### src/rtl/axi4_lite_master_engine.sv
// Single-outstanding AXI4-Lite initiator: one local command in, one AXI transaction, one response out.
// Define AXIL_MST_ADDR_CHECK_EN to reject unaligned or out-of-window addresses locally with DECERR.
`default_nettype none

module axi4_lite_master_engine #(
   parameter int                    ADDR_WIDTH = 32,
   parameter int                    DATA_WIDTH = 32,
   parameter logic [ADDR_WIDTH-1:0] BASE_ADDR  = {ADDR_WIDTH{1'b0}},
   parameter int                    REGISTERS  = 16
) (
   input  logic                      aclk,
   input  logic                      aresetn,
   input  logic                      cmd_valid,
   output logic                      cmd_ready,
   input  logic                      cmd_write,
   input  logic [ADDR_WIDTH-1:0]     cmd_addr,
   input  logic [DATA_WIDTH-1:0]     cmd_wdata,
   input  logic [DATA_WIDTH/8-1:0]   cmd_wstrb,
   output logic                      rsp_valid,
   input  logic                      rsp_ready,
   output logic                      rsp_write,
   output logic [DATA_WIDTH-1:0]     rsp_rdata,
   output logic [1:0]                rsp_resp,
   output logic [ADDR_WIDTH-1:0]     m_axi_awaddr,
   output logic [2:0]                m_axi_awprot,
   output logic                      m_axi_awvalid,
   input  logic                      m_axi_awready,
   output logic [DATA_WIDTH-1:0]     m_axi_wdata,
   output logic [DATA_WIDTH/8-1:0]   m_axi_wstrb,
   output logic                      m_axi_wvalid,
   input  logic                      m_axi_wready,
   input  logic [1:0]                m_axi_bresp,
   input  logic                      m_axi_bvalid,
   output logic                      m_axi_bready,
   output logic [ADDR_WIDTH-1:0]     m_axi_araddr,
   output logic [2:0]                m_axi_arprot,
   output logic                      m_axi_arvalid,
   input  logic                      m_axi_arready,
   input  logic [DATA_WIDTH-1:0]     m_axi_rdata,
   input  logic [1:0]                m_axi_rresp,
   input  logic                      m_axi_rvalid,
   output logic                      m_axi_rready
);

   localparam int STRB_W  = DATA_WIDTH / 8;
   localparam int ALIGN_W = $clog2(STRB_W);

   localparam logic [2:0] S_IDLE  = 3'd0;
   localparam logic [2:0] S_WRITE = 3'd1;
   localparam logic [2:0] S_WRESP = 3'd2;
   localparam logic [2:0] S_RADDR = 3'd3;
   localparam logic [2:0] S_RDATA = 3'd4;
   localparam logic [2:0] S_RESP  = 3'd5;

`ifdef AXIL_MST_ADDR_CHECK_EN
   localparam logic CHECK_EN = 1'b1;
`else
   localparam logic CHECK_EN = 1'b0;
`endif

   logic [2:0]              r_state;
   logic                    r_cmd_ready;
   logic                    r_awvalid;
   logic                    r_wvalid;
   logic                    r_bready;
   logic                    r_arvalid;
   logic                    r_rready;
   logic                    r_rsp_valid;
   logic                    r_write;
   logic [ADDR_WIDTH-1:0]   r_addr;
   logic [DATA_WIDTH-1:0]   r_wdata;
   logic [STRB_W-1:0]       r_wstrb;
   logic [DATA_WIDTH-1:0]   r_rsp_rdata;
   logic [1:0]              r_rsp_resp;

   logic [ADDR_WIDTH:0]     w_offset;
   logic                    w_unaligned;
   logic                    w_out_of_window;
   logic                    w_addr_bad;
   logic                    w_aw_done;
   logic                    w_w_done;

   // Offset wraps to a huge value below BASE_ADDR, so one compare covers both window edges
   assign w_offset        = {1'b0, cmd_addr} - {1'b0, BASE_ADDR};
   assign w_unaligned     = |cmd_addr[ALIGN_W-1:0];
   assign w_out_of_window = w_offset >= (ADDR_WIDTH+1)'(REGISTERS * STRB_W);
   assign w_addr_bad      = CHECK_EN & (w_unaligned | w_out_of_window);

   assign w_aw_done = ~r_awvalid | m_axi_awready;
   assign w_w_done  = ~r_wvalid  | m_axi_wready;

   // Command capture, AXI channel sequencing and response holding
   always_ff @(posedge aclk or negedge aresetn) begin
      if (!aresetn) begin
         r_state     <= S_IDLE;
         r_cmd_ready <= 1'b0;
         r_awvalid   <= 1'b0;
         r_wvalid    <= 1'b0;
         r_bready    <= 1'b0;
         r_arvalid   <= 1'b0;
         r_rready    <= 1'b0;
         r_rsp_valid <= 1'b0;
         r_write     <= 1'b0;
         r_addr      <= {ADDR_WIDTH{1'b0}};
         r_wdata     <= {DATA_WIDTH{1'b0}};
         r_wstrb     <= {STRB_W{1'b0}};
         r_rsp_rdata <= {DATA_WIDTH{1'b0}};
         r_rsp_resp  <= 2'b00;
      end else begin
         case (r_state)
            S_IDLE: begin
               if (cmd_valid && r_cmd_ready) begin
                  r_cmd_ready <= 1'b0;
                  r_write     <= cmd_write;
                  r_addr      <= cmd_addr;
                  r_wdata     <= cmd_wdata;
                  r_wstrb     <= cmd_wstrb;
                  if (w_addr_bad) begin
                     r_rsp_resp  <= 2'b11;
                     r_rsp_rdata <= {DATA_WIDTH{1'b0}};
                     r_rsp_valid <= 1'b1;
                     r_state     <= S_RESP;
                  end else if (cmd_write) begin
                     r_awvalid <= 1'b1;
                     r_wvalid  <= 1'b1;
                     r_state   <= S_WRITE;
                  end else begin
                     r_arvalid <= 1'b1;
                     r_state   <= S_RADDR;
                  end
               end else begin
                  r_cmd_ready <= 1'b1;
               end
            end
            S_WRITE: begin
               if (r_awvalid && m_axi_awready) begin
                  r_awvalid <= 1'b0;
               end
               if (r_wvalid && m_axi_wready) begin
                  r_wvalid <= 1'b0;
               end
               if (w_aw_done && w_w_done) begin
                  r_bready <= 1'b1;
                  r_state  <= S_WRESP;
               end
            end
            S_WRESP: begin
               if (m_axi_bvalid) begin
                  r_bready    <= 1'b0;
                  r_rsp_resp  <= m_axi_bresp;
                  r_rsp_rdata <= {DATA_WIDTH{1'b0}};
                  r_rsp_valid <= 1'b1;
                  r_state     <= S_RESP;
               end
            end
            S_RADDR: begin
               if (m_axi_arready) begin
                  r_arvalid <= 1'b0;
                  r_rready  <= 1'b1;
                  r_state   <= S_RDATA;
               end
            end
            S_RDATA: begin
               if (m_axi_rvalid) begin
                  r_rready    <= 1'b0;
                  r_rsp_rdata <= m_axi_rdata;
                  r_rsp_resp  <= m_axi_rresp;
                  r_rsp_valid <= 1'b1;
                  r_state     <= S_RESP;
               end
            end
            S_RESP: begin
               // Raising cmd_ready here lets a new command land on the very next cycle
               if (rsp_ready) begin
                  r_rsp_valid <= 1'b0;
                  r_cmd_ready <= 1'b1;
                  r_state     <= S_IDLE;
               end
            end
            default: begin
               r_state     <= S_IDLE;
               r_cmd_ready <= 1'b0;
               r_awvalid   <= 1'b0;
               r_wvalid    <= 1'b0;
               r_bready    <= 1'b0;
               r_arvalid   <= 1'b0;
               r_rready    <= 1'b0;
               r_rsp_valid <= 1'b0;
            end
         endcase
      end
   end

   assign cmd_ready     = r_cmd_ready;
   assign rsp_valid     = r_rsp_valid;
   assign rsp_write     = r_write;
   assign rsp_rdata     = r_rsp_rdata;
   assign rsp_resp      = r_rsp_resp;
   assign m_axi_awaddr  = r_addr;
   assign m_axi_awprot  = 3'b000;
   assign m_axi_awvalid = r_awvalid;
   assign m_axi_wdata   = r_wdata;
   assign m_axi_wstrb   = r_wstrb;
   assign m_axi_wvalid  = r_wvalid;
   assign m_axi_bready  = r_bready;
   assign m_axi_araddr  = r_addr;
   assign m_axi_arprot  = 3'b000;
   assign m_axi_arvalid = r_arvalid;
   assign m_axi_rready  = r_rready;

endmodule

`default_nettype wire

### config.mk
export PLATFORM = sky130hd
export DESIGN_NAME = axi4_lite_master_engine
export DESIGN_NICKNAME = d
export VERILOG_FILES = /design/src/rtl/axi4_lite_master_engine.sv
export SDC_FILE = /design/constraint.sdc
export NUM_CORES = 1
export LEC_CHECK = 0
export CORE_ASPECT_RATIO = 0.8
export CORE_MARGIN = 2
export CORE_UTILIZATION = 35
export DETAILED_ROUTE_END_ITERATION = 8
export GPL_TIMING_DRIVEN = 0
export HOLD_SLACK_MARGIN = 0.03
export PLACE_DENSITY = 0.7
export RECOVER_POWER = 50
export REMOVE_ABC_BUFFERS = 1
export SETUP_SLACK_MARGIN = 0.2
export SLEW_MARGIN = 20
export SYNTH_ARGS = -nofsm -noshare
export SYNTH_HDL_FRONTEND = slang
export SYNTH_SLANG_ARGS = --single-unit
### constraint.sdc
create_clock -name aclk -period 4.7 [get_ports aclk]
set_clock_uncertainty 0.1 [all_clocks]
set_input_delay 0.94 -clock aclk [delete_from_list [all_inputs] [get_ports aclk]]
set_output_delay 0.94 -clock aclk [all_outputs]
set_load 0.1 [all_outputs]
==> flow_metrics.env <==
export IMPL_cts_resized=0
export IMPL_ys_seq_area_share_pct=57.93
export IMPL_syn_to_final_growth_pct=61.55
export IMPL_fin_ws_ns=1.277
export IMPL_layout_nets=741
export IMPL_via_count=3750
export IMPL_rsz0062_at_grt="false"
export IMPL_hpwl_um=9219
export IMPL_cts_sinks=113
export IMPL_worst_slew_pin_slew_ns=2.460
export IMPL_io_buffers=255
export IMPL_hold_buffers=0
export IMPL_clkSlewWorstSetupHoldPaths_ns=0.05
export IMPL_hold_viol_final=0
export IMPL_drc_errors=0
export IMPL_drtAntennaViolNets=0
export IMPL_slew_headroom_pct=-63.97
export IMPL_clock_latency_ns=0.40
export IMPL_arrival_ns=3.61
export IMPL_first_global_vias=3842
export IMPL_cts_buffers=17
export IMPL_cts_tree="built"
export IMPL_fin_cells=820
export IMPL_slowest_delay_ns=0.57
export IMPL_fmax_ghz=0.2921
export IMPL_regToRegSetupSlack_ns=1.50
export IMPL_nFillCells=1122
export IMPL_die_w_um=136.0
export IMPL_dieArea_um2=14910
export IMPL_gr_usage_all_layers_pct=16.90
export IMPL_clk_path_buf_depth=2
export IMPL_placementRows=38
export IMPL_start_util_pct=35.89
export IMPL_grt_pass1_wl_um=19280
export IMPL_ys_flop_type="dfrtp_1"
export IMPL_grt_ovfl_total=0
export IMPL_dp_cells=788
export IMPL_slew_viol_final=79
export IMPL_drt_pass1_iter_count=4
export IMPL_die_h_um=109.6
export IMPL_drive_above_1_share_pct=15.31
export IMPL_cp_cell_sequence="dlygate4sd3_1 > nand2_1 > nor4_4 > clkbuf_1 > buf_6 > buf_6 > buf_6 > mux2_2"
export IMPL_slowest_stage="nor4_4"
export IMPL_end_kind="register"
export IMPL_syn_avg_cell_area_um2=12.17
export IMPL_ys_types=39
export IMPL_dp_slack_ns=1.185
export IMPL_drt_iter0_markers=219
export IMPL_routedWlPerCell_um=15.18
export IMPL_ys_top_cells_by_area="dfrtp_1 (58%), mux2_2 (12%), buf_4 (5.8%), nand2_1 (5.3%), mux2_4 (3.1%)"
export IMPL_crit_required_ns=4.89
export IMPL_setup_tns_ns=0
export IMPL_postCtsSetupBuffers=0
export IMPL_antenna_found_initial=0
export IMPL_async_flop_share_pct=100.0
export IMPL_synth_commonest_cells="dfrtp_1 (113), nand2_1 (69), mux2_2 (52), buf_4 (38), o21ai_0 (28)"
export IMPL_synth_most_common_cell="dfrtp_1"
export IMPL_wirelength_um=12450
export IMPL_cp_start_kind="primary input"
export IMPL_synth_largest_area_cell="dfrtp_1"
export IMPL_io_pins=262
export IMPL_via_per_inst=4.573
export IMPL_fin_crit_ns=3.423
export IMPL_ys_ff_latch=113
export IMPL_multi_input_area_um2=1605
export IMPL_antenna_cells=0
export IMPL_holdWs_ns=0.3805
export IMPL_core_area_um2=13600
export IMPL_place_congestion=0.7589
export IMPL_crit_fanout=12
export IMPL_setup_viol=0
export IMPL_violations="capacitance limit, slew limit"
export IMPL_cts_root_buffer="clkbuf_16"
export IMPL_hp_class="register to register"
export IMPL_max_cap_violations=2
export IMPL_synthCells=401
export IMPL_synth_top_area_share_pct=57.93
export IMPL_synth_edff_count=0
export IMPL_htreeDepth=4
export IMPL_period_share_pct=72.83
export IMPL_crit_top_cell="buf_6"
export IMPL_critPathKind="primary input to register"
export IMPL_status="finished, violations left"
export IMPL_ff_latch_area_um2=2828
export IMPL_syn_area_um2=4881
export IMPL_yosysWarnings=0
export IMPL_grt_max_degree=71
## flip-flops by register name, indices dropped and copies added (netlist names)
signal	flops
cmd_ready	1
m_axi_wstrb	4
r_state	3
rsp_resp	2
m_axi_wdata	32
m_axi_bready	1
m_axi_awvalid	1
m_axi_wvalid	1
rsp_rdata	32
rsp_write	1
m_axi_arvalid	1
m_axi_rready	1
rsp_valid	1
m_axi_araddr	32
## metrics by stage
stage	cell area [um^2]	utilization (%)
3_3_place_gp	7242	53.26
4_1_cts	7926	58.29
5_1_grt	7885	57.99
3_5_place_dp	7357	54.10
6_report	7885	57.99
2_1_floorplan	4464	-
## critical path, delay by kind of cell
| kind | cells | cell delay [ns] |
|---|---|---|
| buffers and inverters | 5 | 1.60 |
| AND/OR/NAND/NOR | 2 | 0.71 |
| multiplexers | 1 | 0.34 |
## cell usage in the layout (no fill, tap or decap), types with 3 or more instances in the layout
cell type | Yosys | layout
a32o_1 | 3 | 3
nor2_1 | 6 | 7
buf_6 | 8 | 3
clkbuf_16 | 0 | 17
a21oi_1 | 3 | 3
mux2_2 | 52 | 52
clkbuf_1 | 11 | 5
nand2b_1 | 5 | 5
inv_1 | 4 | 4
clkbuf_8 | 0 | 4
dfrtp_1 | 113 | 113
conb_1 | 1 | 6
clkdlybuf4s50_1 | 0 | 250
dlygate4sd3_1 | 0 | 4
clkinvlp_4 | 0 | 3
o21ai_0 | 28 | 38
mux2_1 | 8 | 12
mux2_4 | 10 | 6
clkinv_2 | 0 | 4
nand2_1 | 69 | 69
## final cells by class
class	count	area share [%]
multi-input combinational	228	20.36
clock inverter	9	1.031
timing repair buffer	263	33.51
inverter	4	0.1904
clock buffer	23	6.189
sequential	113	35.86
tap	180	2.856
## routing by layer
layer | GRT usage (%) | wire, um
met5 | 0 | 0
met4 | 5.134 | 95
met3 | 8.345 | 1265
met2 | 28.54 | 6109
met1 | 18.91 | 4976
## final timing paths
| path | endpoint | depth (start not counted) | from |
|---|---|---|---|
| max | m_axi_wdata[27] | 8 | cmd_valid |
| min | rsp_rdata[15] | 2 | rsp_rdata[15] |
| max reg2reg | rsp_resp[0] | 4 | r_state[1] |
| min reg2reg | rsp_rdata[15] | 2 | rsp_rdata[15] |
| max in group asynchronous | rsp_rdata[2] | 1 | aresetn |
| min in group asynchronous | rsp_rdata[17] | 1 | aresetn |
## cells by family after synthesis
kind of cell    Yosys count  synth area share [%]
simple gates             90                 7.998
buf+inv                  65                 9.228
flops                   113                 57.93
compound gates           60                 7.434
mux                      72                 17.33
other cells               1               0.07683
Power is not shown: default switching activity piles up to over one toggle a cycle in this logic, so the estimate is an artifact.
